$ cat src/rtl/tally_pkg.sv
// Shared types and constants for the round tally: FSM states, settle threshold,
// seven-segment patterns and a two-digit BCD increment helper.
package tally_pkg;

    typedef enum logic [1:0] {
        ST_IDLE   = 2'd0,
        ST_SETTLE = 2'd1,
        ST_RESULT = 2'd2
    } tally_state_e;

    localparam logic [1:0] SETTLE_THRESHOLD = 2'd3;

    // Active-low segment patterns, bit order {g,f,e,d,c,b,a}.
    localparam logic [6:0] SEG_0     = 7'b1000000;
    localparam logic [6:0] SEG_1     = 7'b1111001;
    localparam logic [6:0] SEG_2     = 7'b0100100;
    localparam logic [6:0] SEG_3     = 7'b0110000;
    localparam logic [6:0] SEG_4     = 7'b0011001;
    localparam logic [6:0] SEG_5     = 7'b0010010;
    localparam logic [6:0] SEG_6     = 7'b0000010;
    localparam logic [6:0] SEG_7     = 7'b1111000;
    localparam logic [6:0] SEG_8     = 7'b0000000;
    localparam logic [6:0] SEG_9     = 7'b0010000;
    localparam logic [6:0] SEG_BLANK = 7'b1111111;

    // Two-digit BCD increment, 99 wraps to 00.
    function automatic logic [7:0] bcd_inc(input logic [7:0] v);
        logic [3:0] tens;
        logic [3:0] units;
        tens  = v[7:4];
        units = v[3:0];
        if (units == 4'd9) begin
            units = 4'd0;
            tens  = (tens == 4'd9) ? 4'd0 : tens + 4'd1;
        end else begin
            units = units + 4'd1;
        end
        return {tens, units};
    endfunction

endpackage

$ cat src/rtl/digit7seg.sv
// One BCD digit to an active-low seven-segment pattern; non-decimal codes blank.
module digit7seg
    import tally_pkg::*;
(
    input  logic [3:0] bcd,
    output logic [6:0] seg
);

    always_comb begin
        seg = SEG_BLANK;
        case (bcd)
            4'd0: seg = SEG_0;
            4'd1: seg = SEG_1;
            4'd2: seg = SEG_2;
            4'd3: seg = SEG_3;
            4'd4: seg = SEG_4;
            4'd5: seg = SEG_5;
            4'd6: seg = SEG_6;
            4'd7: seg = SEG_7;
            4'd8: seg = SEG_8;
            4'd9: seg = SEG_9;
            default: seg = SEG_BLANK;
        endcase
    end

endmodule

$ cat src/rtl/round_tally.sv
// Debounces the game's win lights into committed rounds and keeps BCD win/tie
// counts, a round count and a win streak, with seven-segment display decode.
module round_tally
    import tally_pkg::*;
(
    input  logic         fast_clock,
    input  logic         resetb,
    input  logic         player_win_light,
    input  logic         dealer_win_light,
    input  logic         clear,
    output logic [7:0]   pwins,
    output logic [7:0]   dwins,
    output logic [7:0]   ties,
    output logic [7:0]   rounds,
    output logic [3:0]   streak,
    output logic         streak_dealer,
    output logic         result_valid,
    output logic [6:0]   HEX5,
    output logic [6:0]   HEX4,
    output logic [6:0]   HEX3,
    output logic [6:0]   HEX2,
    output logic [6:0]   HEX1,
    output logic [6:0]   HEX0,
    output tally_state_e state_dbg
);

    // Light pairs are {player, dealer}: 10 player, 01 dealer, 11 tie.
    logic [1:0]   lights_meta;
    logic [1:0]   lights_sync;
    logic [1:0]   cap, cap_next;
    logic [1:0]   cnt, cnt_next;
    logic         commit;
    tally_state_e state, state_next;

    always_ff @(posedge fast_clock or negedge resetb) begin
        if (!resetb) begin
            lights_meta <= 2'b00;
            lights_sync <= 2'b00;
            state       <= ST_IDLE;
            cap         <= 2'b00;
            cnt         <= 2'd0;
        end else begin
            lights_meta <= {player_win_light, dealer_win_light};
            lights_sync <= lights_meta;
            state       <= state_next;
            cap         <= cap_next;
            cnt         <= cnt_next;
        end
    end

    always_comb begin
        state_next = state;
        cap_next   = cap;
        cnt_next   = cnt;
        commit     = 1'b0;
        case (state)
            ST_IDLE: begin
                if (lights_sync != 2'b00) begin
                    cap_next   = lights_sync;
                    cnt_next   = 2'd0;
                    state_next = ST_SETTLE;
                end
            end
            ST_SETTLE: begin
                if (lights_sync == 2'b00) begin
                    state_next = ST_IDLE;
                end else if (lights_sync != cap) begin
                    cap_next = lights_sync;
                    cnt_next = 2'd0;
                end else begin
                    cnt_next = cnt + 2'd1;
                    if (cnt_next == SETTLE_THRESHOLD) begin
                        commit     = 1'b1;
                        state_next = ST_RESULT;
                    end
                end
            end
            ST_RESULT: begin
                if (lights_sync == 2'b00) state_next = ST_IDLE;
            end
            default: state_next = ST_IDLE;
        endcase
    end

    // A win extends the streak when the owner repeats; the other side restarts it at 1.
    always_ff @(posedge fast_clock or negedge resetb) begin
        if (!resetb) begin
            pwins         <= 8'h00;
            dwins         <= 8'h00;
            ties          <= 8'h00;
            rounds        <= 8'd0;
            streak        <= 4'd0;
            streak_dealer <= 1'b0;
        end else if (clear) begin
            pwins         <= 8'h00;
            dwins         <= 8'h00;
            ties          <= 8'h00;
            rounds        <= 8'd0;
            streak        <= 4'd0;
            streak_dealer <= 1'b0;
        end else if (commit) begin
            rounds <= (rounds == 8'd255) ? 8'd255 : rounds + 8'd1;
            case (cap)
                2'b10: begin
                    pwins <= bcd_inc(pwins);
                    if (!streak_dealer) begin
                        streak <= (streak == 4'd15) ? 4'd15 : streak + 4'd1;
                    end else begin
                        streak        <= 4'd1;
                        streak_dealer <= 1'b0;
                    end
                end
                2'b01: begin
                    dwins <= bcd_inc(dwins);
                    if (streak_dealer) begin
                        streak <= (streak == 4'd15) ? 4'd15 : streak + 4'd1;
                    end else begin
                        streak        <= 4'd1;
                        streak_dealer <= 1'b1;
                    end
                end
                default: begin
                    ties   <= bcd_inc(ties);
                    streak <= 4'd0;
                end
            endcase
        end
    end

    assign result_valid = (state == ST_RESULT);
    assign state_dbg    = state;

    digit7seg u_hex5 (.bcd(pwins[7:4]), .seg(HEX5));
    digit7seg u_hex4 (.bcd(pwins[3:0]), .seg(HEX4));
    digit7seg u_hex3 (.bcd(dwins[7:4]), .seg(HEX3));
    digit7seg u_hex2 (.bcd(dwins[3:0]), .seg(HEX2));
    digit7seg u_hex1 (.bcd(ties[7:4]),  .seg(HEX1));
    digit7seg u_hex0 (.bcd(ties[3:0]),  .seg(HEX0));

endmodule

$ cat config.mk
export PLATFORM = sky130hd
export DESIGN_NAME = round_tally
export DESIGN_NICKNAME = d
export VERILOG_FILES = /design/src/rtl/tally_pkg.sv /design/src/rtl/digit7seg.sv /design/src/rtl/round_tally.sv
export SDC_FILE = /design/constraint.sdc
export NUM_CORES = 1
export LEC_CHECK = 0
export ABC_AREA = 1
export ABC_CLOCK_PERIOD_IN_PS = 4050
export CORE_MARGIN = 2
export CORE_UTILIZATION = 38
export CTS_CLUSTER_DIAMETER = 200
export DETAILED_ROUTE_END_ITERATION = 12
export SLEW_MARGIN = 20
export SYNTH_ARGS = -nofsm -noshare
export SYNTH_HDL_FRONTEND = slang
export SYNTH_SLANG_ARGS = --single-unit
$ cat constraint.sdc
create_clock -name fast_clock -period 4.05 [get_ports fast_clock]
set_input_delay 0.81 -clock fast_clock [delete_from_list [all_inputs] [get_ports fast_clock]]
set_output_delay 0.81 -clock fast_clock [all_outputs]
set_load 0.03 [all_outputs]
# Word level (Yosys, flattened, before mapping)
# Memory sizes are Yosys's and may differ from the RTL's.
# Cells that the tools add are included.
# totals
mem_count	6
out_inout_bits	82
input_bits	5
elab_cells	120
regBits	47
romBits	672
# classes
eq_ne	21
n_reduce_logical	22
n_mux	48
add_sub_neg	9
# mem_list
memory	words	word_bits	read_ports	rd_ports_with_merged_regs	write_ports	line	text
(name not given)	16	7	1	0	0	digit7seg.sv:11	case (bcd)
(name not given)	16	7	1	0	0	digit7seg.sv:11	
(name not given)	16	7	1	0	0	digit7seg.sv:11	
(name not given)	16	7	1	0	0	digit7seg.sv:11	
(name not given)	16	7	1	0	0	digit7seg.sv:11	
(name not given)	16	7	1	0	0	digit7seg.sv:11	
# op_table
op	count
$mux 8	12
$mux 4	14
$add 4x1->4 const B	7
$eq 4x4->1 const B	7
$mux 2	11
$reduce_bool 2->1	8
$reduce_and 3->1	4
$add 8x1->8 const B	1
$eq 8x8->1 const B	1
$pmux 2 s2	2
$pmux 4 s2	1
$reduce_and 2->1	4
$reduce_and 4->1	2
$eq 2x2->1 const B	3
$mux 1	6
$ne 2x2->1 const B	3
$ne 3x3->1 const B	2
$pmux 2 s3	1
$eq 2x1->1 const B	2
$logic_not 2->1	2
$ne 2x1->1 const B	2
$reduce_bool 3->1	1
$add 2x1->2 const B	1
$ne 2x2->1	1
other kinds (2)	2

# Depth between registers and ports, before layout
# Gate-level depths: netlist (run 1).
# logic_depth
ltp_word	8
depth_mapped	9
ltp_nobuf	9

# Hierarchy
# A second synthesis (run 1) with hierarchy kept.
# hier_totals
hier_cells	564
area_unflattened_um2	3856.2
# by_module_without_submodules
module	area_per_inst_um2	seq_area_each_um2	n_inst	cells_each
round_tally	2730.1	1176.1	1	354
digit7seg	187.7	0.0	6	35

# Least setup slack after synthesis (run 1)
# Ideal clock, no wire load.
# synth_timing
path_kind	reg2out
from	register pwins[4]
to	output HEX5[5]
slack_ps	1129
stages_incl_launch_ff	4
arrival_ps	2111
path_buffers	0
t_required_ps	3240
path_cell_list	dfrtp_1 inv_1 ha_1 o311ai_0
# synth_via
elab_chain_len	1
# synth_rtl
element	line	text
from (decl)	round_tally.sv:11	output logic [7:0] pwins,
from (signal assigned)	round_tally.sv:105	pwins <= bcd_inc(pwins);
$mem_v2 16x7	n/a	
to (decl)	round_tally.sv:18	output logic [6:0] HEX5,
# Every way passes these cells.

# Worst setup path in the final report (run 1)
# layout_timing
from	register ties[0]
to	output HEX0[3]
# layout_via
elab_chain_len	1
# layout_rtl
element	line	text
from (decl)	round_tally.sv:13	output logic [7:0] ties,
from (signal assigned)	round_tally.sv:123	ties <= bcd_inc(ties);
$mem_v2 16x7	n/a	
to (decl)	round_tally.sv:23	output logic [6:0] HEX0,
# Every way passes these cells.

==> flow_metrics.py, run 1 <==
metrics = {
    "timing": {
        "finalSetupTns_ps": 0,
        "fmax_ghz": 0.333,
        "hold_viol_final": 0,
        "setup_viol": 0,
        "fin_skew_ps": 6.94,
        "timing.final.crit_period_ps": 3010,
        "final.period_utilization_pct": 74.3,
        "grt_setup_unrepaired": "no",
        "transition_time_of_the_tightest_slew_check_pin_ps": 575,
        "slew_violations": 0,
        "worst_hold_slack_ps": 295,
        "max-slew-margin-rel_pct": 61.7,
    },
    "clocking": {
        "tritoncts_clock_tree": "yes",
        "cts_resized": 0,
        "root_buffer": "clkbuf_8",
        "clk_pin_slew_ps": 100,
        "worst_skew_late_latency_ps": 300,
        "h_tree_depth": 2,
        "cts_inserted_buffers": 5,
        "ctsHoldBuffers": 0,
        "post_cts_setup_repair_buffer_count": 0,
        "clock_path_buffers": 2,
        "cts.sinks": 47,
    },
    "worst_setup_path": {
        "r2r_cells": 7,
        "cp.required_ps": 3240,
        "arrival_ps": 2200,
        "endpoint_kind_of_the_worst_setup_timing_path": "output port",
        "timing_worst_setup_path_type": "reg2out",
        "cp_max_fo": 8,
        "start_kind": "register",
    },
    "final_layout": {
        "area.growth.synth_to_final_pct": 28.8,
        "post_route_cells_drive_above_1_share_pct": 4.86,
        "utilization_pct": 50.4,
        "final_standard_cell_count_with_taps_included_and_fillers_excluded": 726,
        "regArea_sq_um": 1180,
        "multi_input_area_sq_um": 2100,
        "layout.filler_cells": 916,
        "antenna_cells_inserted": 0,
        "finalNetCount": 636,
    },
    "route": {
        "detail_route.wirelength_um": 8610,
        "dr_total_vias": 3571,
        "drt-pass1-iter-count": 4,
        "drc_errors": 0,
        "route.detailed.vias_per_inst": 4.92,
        "detail_route.wl_per_cell_um": 11.9,
        "final_antenna_violating_net_count": 0,
        "drt_first_iter_violations": 108,
    },
    "power": {
        "p_leak_nw": 2.30,
        "max-vdd-ir-drop_uv": 172,
        "power_density_nw_per_um2": 368,
    },
    "global_route": {
        "globalRoute.totalOverflow": 0,
        "grtUsageTotal_pct": 17.2,
        "grt_pass1_vias": 3294,
        "grt_first_pass_wirelength_um": 14700,
        "grt_antenna_before_repair": 0,
        "grt_start_max_net_pins": 44,
    },
    "die": {
        "die_height_um": 102,
        "fp.dieArea_sq_um": 10300,
        "placement_rows": 35,
        "core_area_sq_um": 9240,
        "floorplan.initialDensity_pct": 39.1,
        "die-width_um": 102,
        "design.portCount": 87,
    },
    "run_status": {
        "outcome": "complete, no violations",
    },
    "place": {
        "place.gp.congestion": 0.831,
        "cells_after_dpl": 718,
        "hpwl_um": 6460,
        "buffer_ports.inserted": 86,
    },
    "yosys": {
        "syn-cell-area_sq_um": 3620,
        "synth_warnings": 0,
        "synth.yosys.seq_area_share_pct": 32.5,
        "ys_ff_latch": 47,
        "synth_cell_type_count": 32,
        "postSynthCellCount": 515,
        "synthesis.nets": 555,
        "postSynthAreaPerCell_sq_um": 7.02,
    },
    "flow_run": {
        "timing.max_cap.violations": 0,
    },
    "min_path": {
        "hold_path.class": "in2async",
    },
}
==> worst max-delay path, stage by stage, from the launching register on <==
cell and delay [ps]:
dfrtp_1 490, inv_1 130, ha_1 330, nand2_1 90, inv_1 40, o21ai_0 140, clkdlybuf4s50_1 690
==> worst paths after layout <==
check                                         start                        to  slack [ps]
max in group asynchronous                    resetb     rounds[4]$_DFFE_PN0P_        2990
min                                          resetb  state_dbg[0]$_DFFE_PN0P_         290
max reg2reg                    pwins[1]$_DFFE_PN0P_      pwins[6]$_DFFE_PN0P_        2320
max                             ties[0]$_DFFE_PN0P_                   HEX0[3]        1040
min in group fast_clock    lights_meta[1]$_DFF_PN0_  lights_sync[1]$_DFF_PN0_         360
min reg2reg                lights_meta[1]$_DFF_PN0_  lights_sync[1]$_DFF_PN0_         360
==> cells in the mapped netlist (all sizes together) <==
master	number	area share (%)
nand2	137	15
inv	72	7.5
o21ai	65	9.0
nand3	62	8.6
dfrtp	47	33
nor2	41	4.9
ha	35	12
a21oi	13	2.1
buf	9	1.6
nand4	8	1.8
nor3b	6	1.2
clkbuf	4	0.42
xor2	4	0.97
o31ai	3	0.62
nor3	2	0.28
or2	2	0.35
a22oi	1	0.21
a32oi	1	0.24
a41oi	1	0.24
o311ai	1	0.24
xnor2	1	0.24
==> per-stage QoR <==
stage / power, mW / setup slack [ps] / area, sq um
after floorplan: 1.11 / 1130 / 3620
after detailed placement: 1.44 / 1370 / 4570
after global routing: 1.84 / 842 / 4660
after CTS: 1.73 / 1030 / 4660
after global placement: 1.43 / 1420 / 4570
final: 1.71 / 1040 / 4660
==> layer usage <==
layer,part of all wire [%],up-vias,GRT usage (%)
met1,47,1645,22.1
met2,48,83,30.6
met5,0,-,0
met3,3.9,6,3.24
met4,0.46,0,2.60
li1,-,1837,-
==> cells by family (layout without fill, tap and decap cells) <==
family,Yosys count,after routing,synth area share (%)
DFF,47,47,32.5
AOI/OAI and AO/OA,85,85,12.7
adders and majority gates,35,35,12.1
xor gates and xnor gates,5,5,1.21
and+or+nand+nor,258,258,32.0
buffers and inverters,85,167,9.52
==> report_power, final <==
part / internal (mW) / switching (mW) / leakage (nW)
sequential: 0.505 / 0.0683 / 0.628
clock: 0.121 / 0.170 / 0.0402
combinational: 0.329 / 0.519 / 1.64
==> layout by cell type, fill, tap and decap left out, drive strengths merged <==
master / instances
a41oi: 1
nand2: 137
nor2: 41
inv: 72
a21oi: 13
clkinv: 1
o311ai: 1
xnor2: 1
nor3: 2
clkinvlp: 2
a32oi: 1
buf: 2
or2: 2
ha: 35
dfrtp: 47
o21ai: 65
a22oi: 1
nand4: 8
clkdlybuf4s50: 85
clkbuf: 5
nor3b: 6
xor2: 4
o31ai: 3
nand3: 62
==> state kept, by name (all words and copies together) (netlist names), 2 cells and up <==
register / cells
cap: 2
cnt: 2
dwins: 8
lights_meta: 2
lights_sync: 2
pwins: 8
rounds: 8
state_dbg: 2
streak: 4
ties: 8
==> layout make-up <==
class,count,share of cell area (%)
multi-input cells,383,45.0
flip-flops and latches,47,25.3
repair buffers,87,18.5
inverters,72,5.80
well taps,129,3.47
clock buffers,5,1.48
clock inverters,3,0.430
Note: power is estimated with default switching activity, not from simulation.
==> run 2: changes to the inputs <==
ABC_CLOCK_PERIOD_IN_PS = 2900   (was 4050)
clock period = 2.9 ns   (was 4.05 ns; I/O delays follow)
==> flow_metrics.py, run 2 (synthesis results as in run 1) <==
metrics = {
    "run_status": {
        "outcome": "complete, no violations",
    },
    "clocking": {
        "post_cts_setup_repair_buffer_count": 0,
        "cts.sinks": 47,
        "tritoncts_clock_tree": "yes",
        "clock_path_buffers": 2,
        "worst_skew_late_latency_ps": 310,
        "ctsHoldBuffers": 0,
        "root_buffer": "clkbuf_8",
        "clk_pin_slew_ps": 100,
        "cts_inserted_buffers": 5,
        "h_tree_depth": 2,
        "cts_resized": 0,
    },
    "route": {
        "detail_route.wl_per_cell_um": 12.1,
        "final_antenna_violating_net_count": 0,
        "dr_total_vias": 3537,
        "drc_errors": 0,
        "route.detailed.vias_per_inst": 4.87,
        "detail_route.wirelength_um": 8780,
        "drt-pass1-iter-count": 4,
        "drt_first_iter_violations": 129,
    },
    "timing": {
        "setup_viol": 0,
        "transition_time_of_the_tightest_slew_check_pin_ps": 582,
        "hold_viol_final": 0,
        "slew_violations": 0,
        "fin_skew_ps": 9.85,
        "fmax_ghz": 0.362,
        "grt_setup_unrepaired": "no",
        "finalSetupTns_ps": 0,
        "max-slew-margin-rel_pct": 61.2,
        "final_critical_path_setup_slack_ps": 140,
        "timing.final.crit_period_ps": 2760,
        "final.period_utilization_pct": 95.2,
    },
    "final_layout": {
        "post_route_cells_drive_above_1_share_pct": 4.86,
        "layout_common_cells": "131 x nand2_1, 80 x clkdlybuf4s50_1, 68 x inv_1",
        "layout.cells.most_common": "nand2_1",
        "area.growth.synth_to_final_pct": 29.4,
        "finalNetCount": 636,
        "antenna_cells_inserted": 0,
    },
    "worst_setup_path": {
        "cp_max_fo": 8,
        "timing_worst_setup_path_type": "reg2out",
        "cp.required_ps": 2320,
        "start_kind": "register",
        "arrival_ps": 2180,
        "endpoint_kind_of_the_worst_setup_timing_path": "output port",
    },
    "power": {
        "power_density_nw_per_um2": 518,
        "max-vdd-ir-drop_uv": 283,
        "p_leak_nw": 2.38,
    },
    "die": {
        "core_area_sq_um": 9240,
        "die-width_um": 102,
        "die_height_um": 102,
        "placement_rows": 35,
        "fp.dieArea_sq_um": 10300,
        "design.portCount": 87,
        "floorplan.initialDensity_pct": 39.1,
    },
    "flow_run": {
        "timing.max_cap.violations": 0,
    },
    "place": {
        "hpwl_um": 6470,
        "post-place-ws_ps": 439,
        "buffer_ports.inserted": 86,
        "place.gp.congestion": 0.832,
    },
    "global_route": {
        "grt_antenna_before_repair": 0,
        "grt_pass1_vias": 3319,
        "grt_first_pass_wirelength_um": 15000,
        "grt_start_max_net_pins": 44,
        "globalRoute.totalOverflow": 0,
        "grtUsageTotal_pct": 17.7,
    },
    "min_path": {
        "hold_path.class": "in2async",
    },
}
run 2: worst max-delay path, cell delays in order (launching register included):
cell             delay, ps
dfrtp_1                480
inv_1                  120
ha_1                   320
nand2_1                 90
inv_1                   40
o21ai_0                140
clkdlybuf4s50_1        690
run 2: power by group:
group	internal, mW	switching, mW	leakage (nW)	total [mW]
combinational	0.456	0.725	1.71	1.18
sequential	0.706	0.0959	0.628	0.802
clock	0.195	0.244	0.0474	0.440
run 2: per-layer routing:
metal  vias up  GRT usage, %  wire (um)
li1       1830             -          -
met1      1623          22.9       4130
met2        78          31.0       4290
met3         6          3.24        322
met4         0          3.53         40
met5         -             0          0
run 2: final timing paths:
check                                            to                     start  depth (start not counted)  slack [ps]
min in group fast_clock    lights_sync[1]$_DFF_PN0_  lights_meta[1]$_DFF_PN0_                          0         360
setup / recovery                            HEX0[3]       ties[0]$_DFFE_PN0P_                          6         140
setup reg to reg              streak[1]$_DFFE_PN0P_        cap[0]$_DFFE_PN0P_                          7        1190
hold / removal             state_dbg[0]$_DFFE_PN0P_                    resetb                          1          60
hold reg to reg            lights_sync[1]$_DFF_PN0_  lights_meta[1]$_DFF_PN0_                          0         360
max in group asynchronous       ties[2]$_DFFE_PN0P_                    resetb                          2        2060
run 2: through the flow:
step	std cells	utilization (%)	cell area [sq um]	power [mW]	hold WS, ps
global route	726	50.6	4680	2.59	47.4
floorplan	515	-	3620	1.55	284
detailed placement	718	49.4	4570	2.01	340
global placement	718	49.4	4570	2.00	337
finish	726	50.6	4680	2.42	58.0
CTS	726	50.5	4670	2.45	53.1
run 2: area by class of cell:
type / count / area [sq um]
repair buffers: 87 / 876
clock buffers: 6 / 82.6
clock inverters: 2 / 16.3
well taps: 129 / 161
multi-input cells: 383 / 2100
fillers: 927 / 4560
inverters: 72 / 270
flip-flops and latches: 47 / 1180
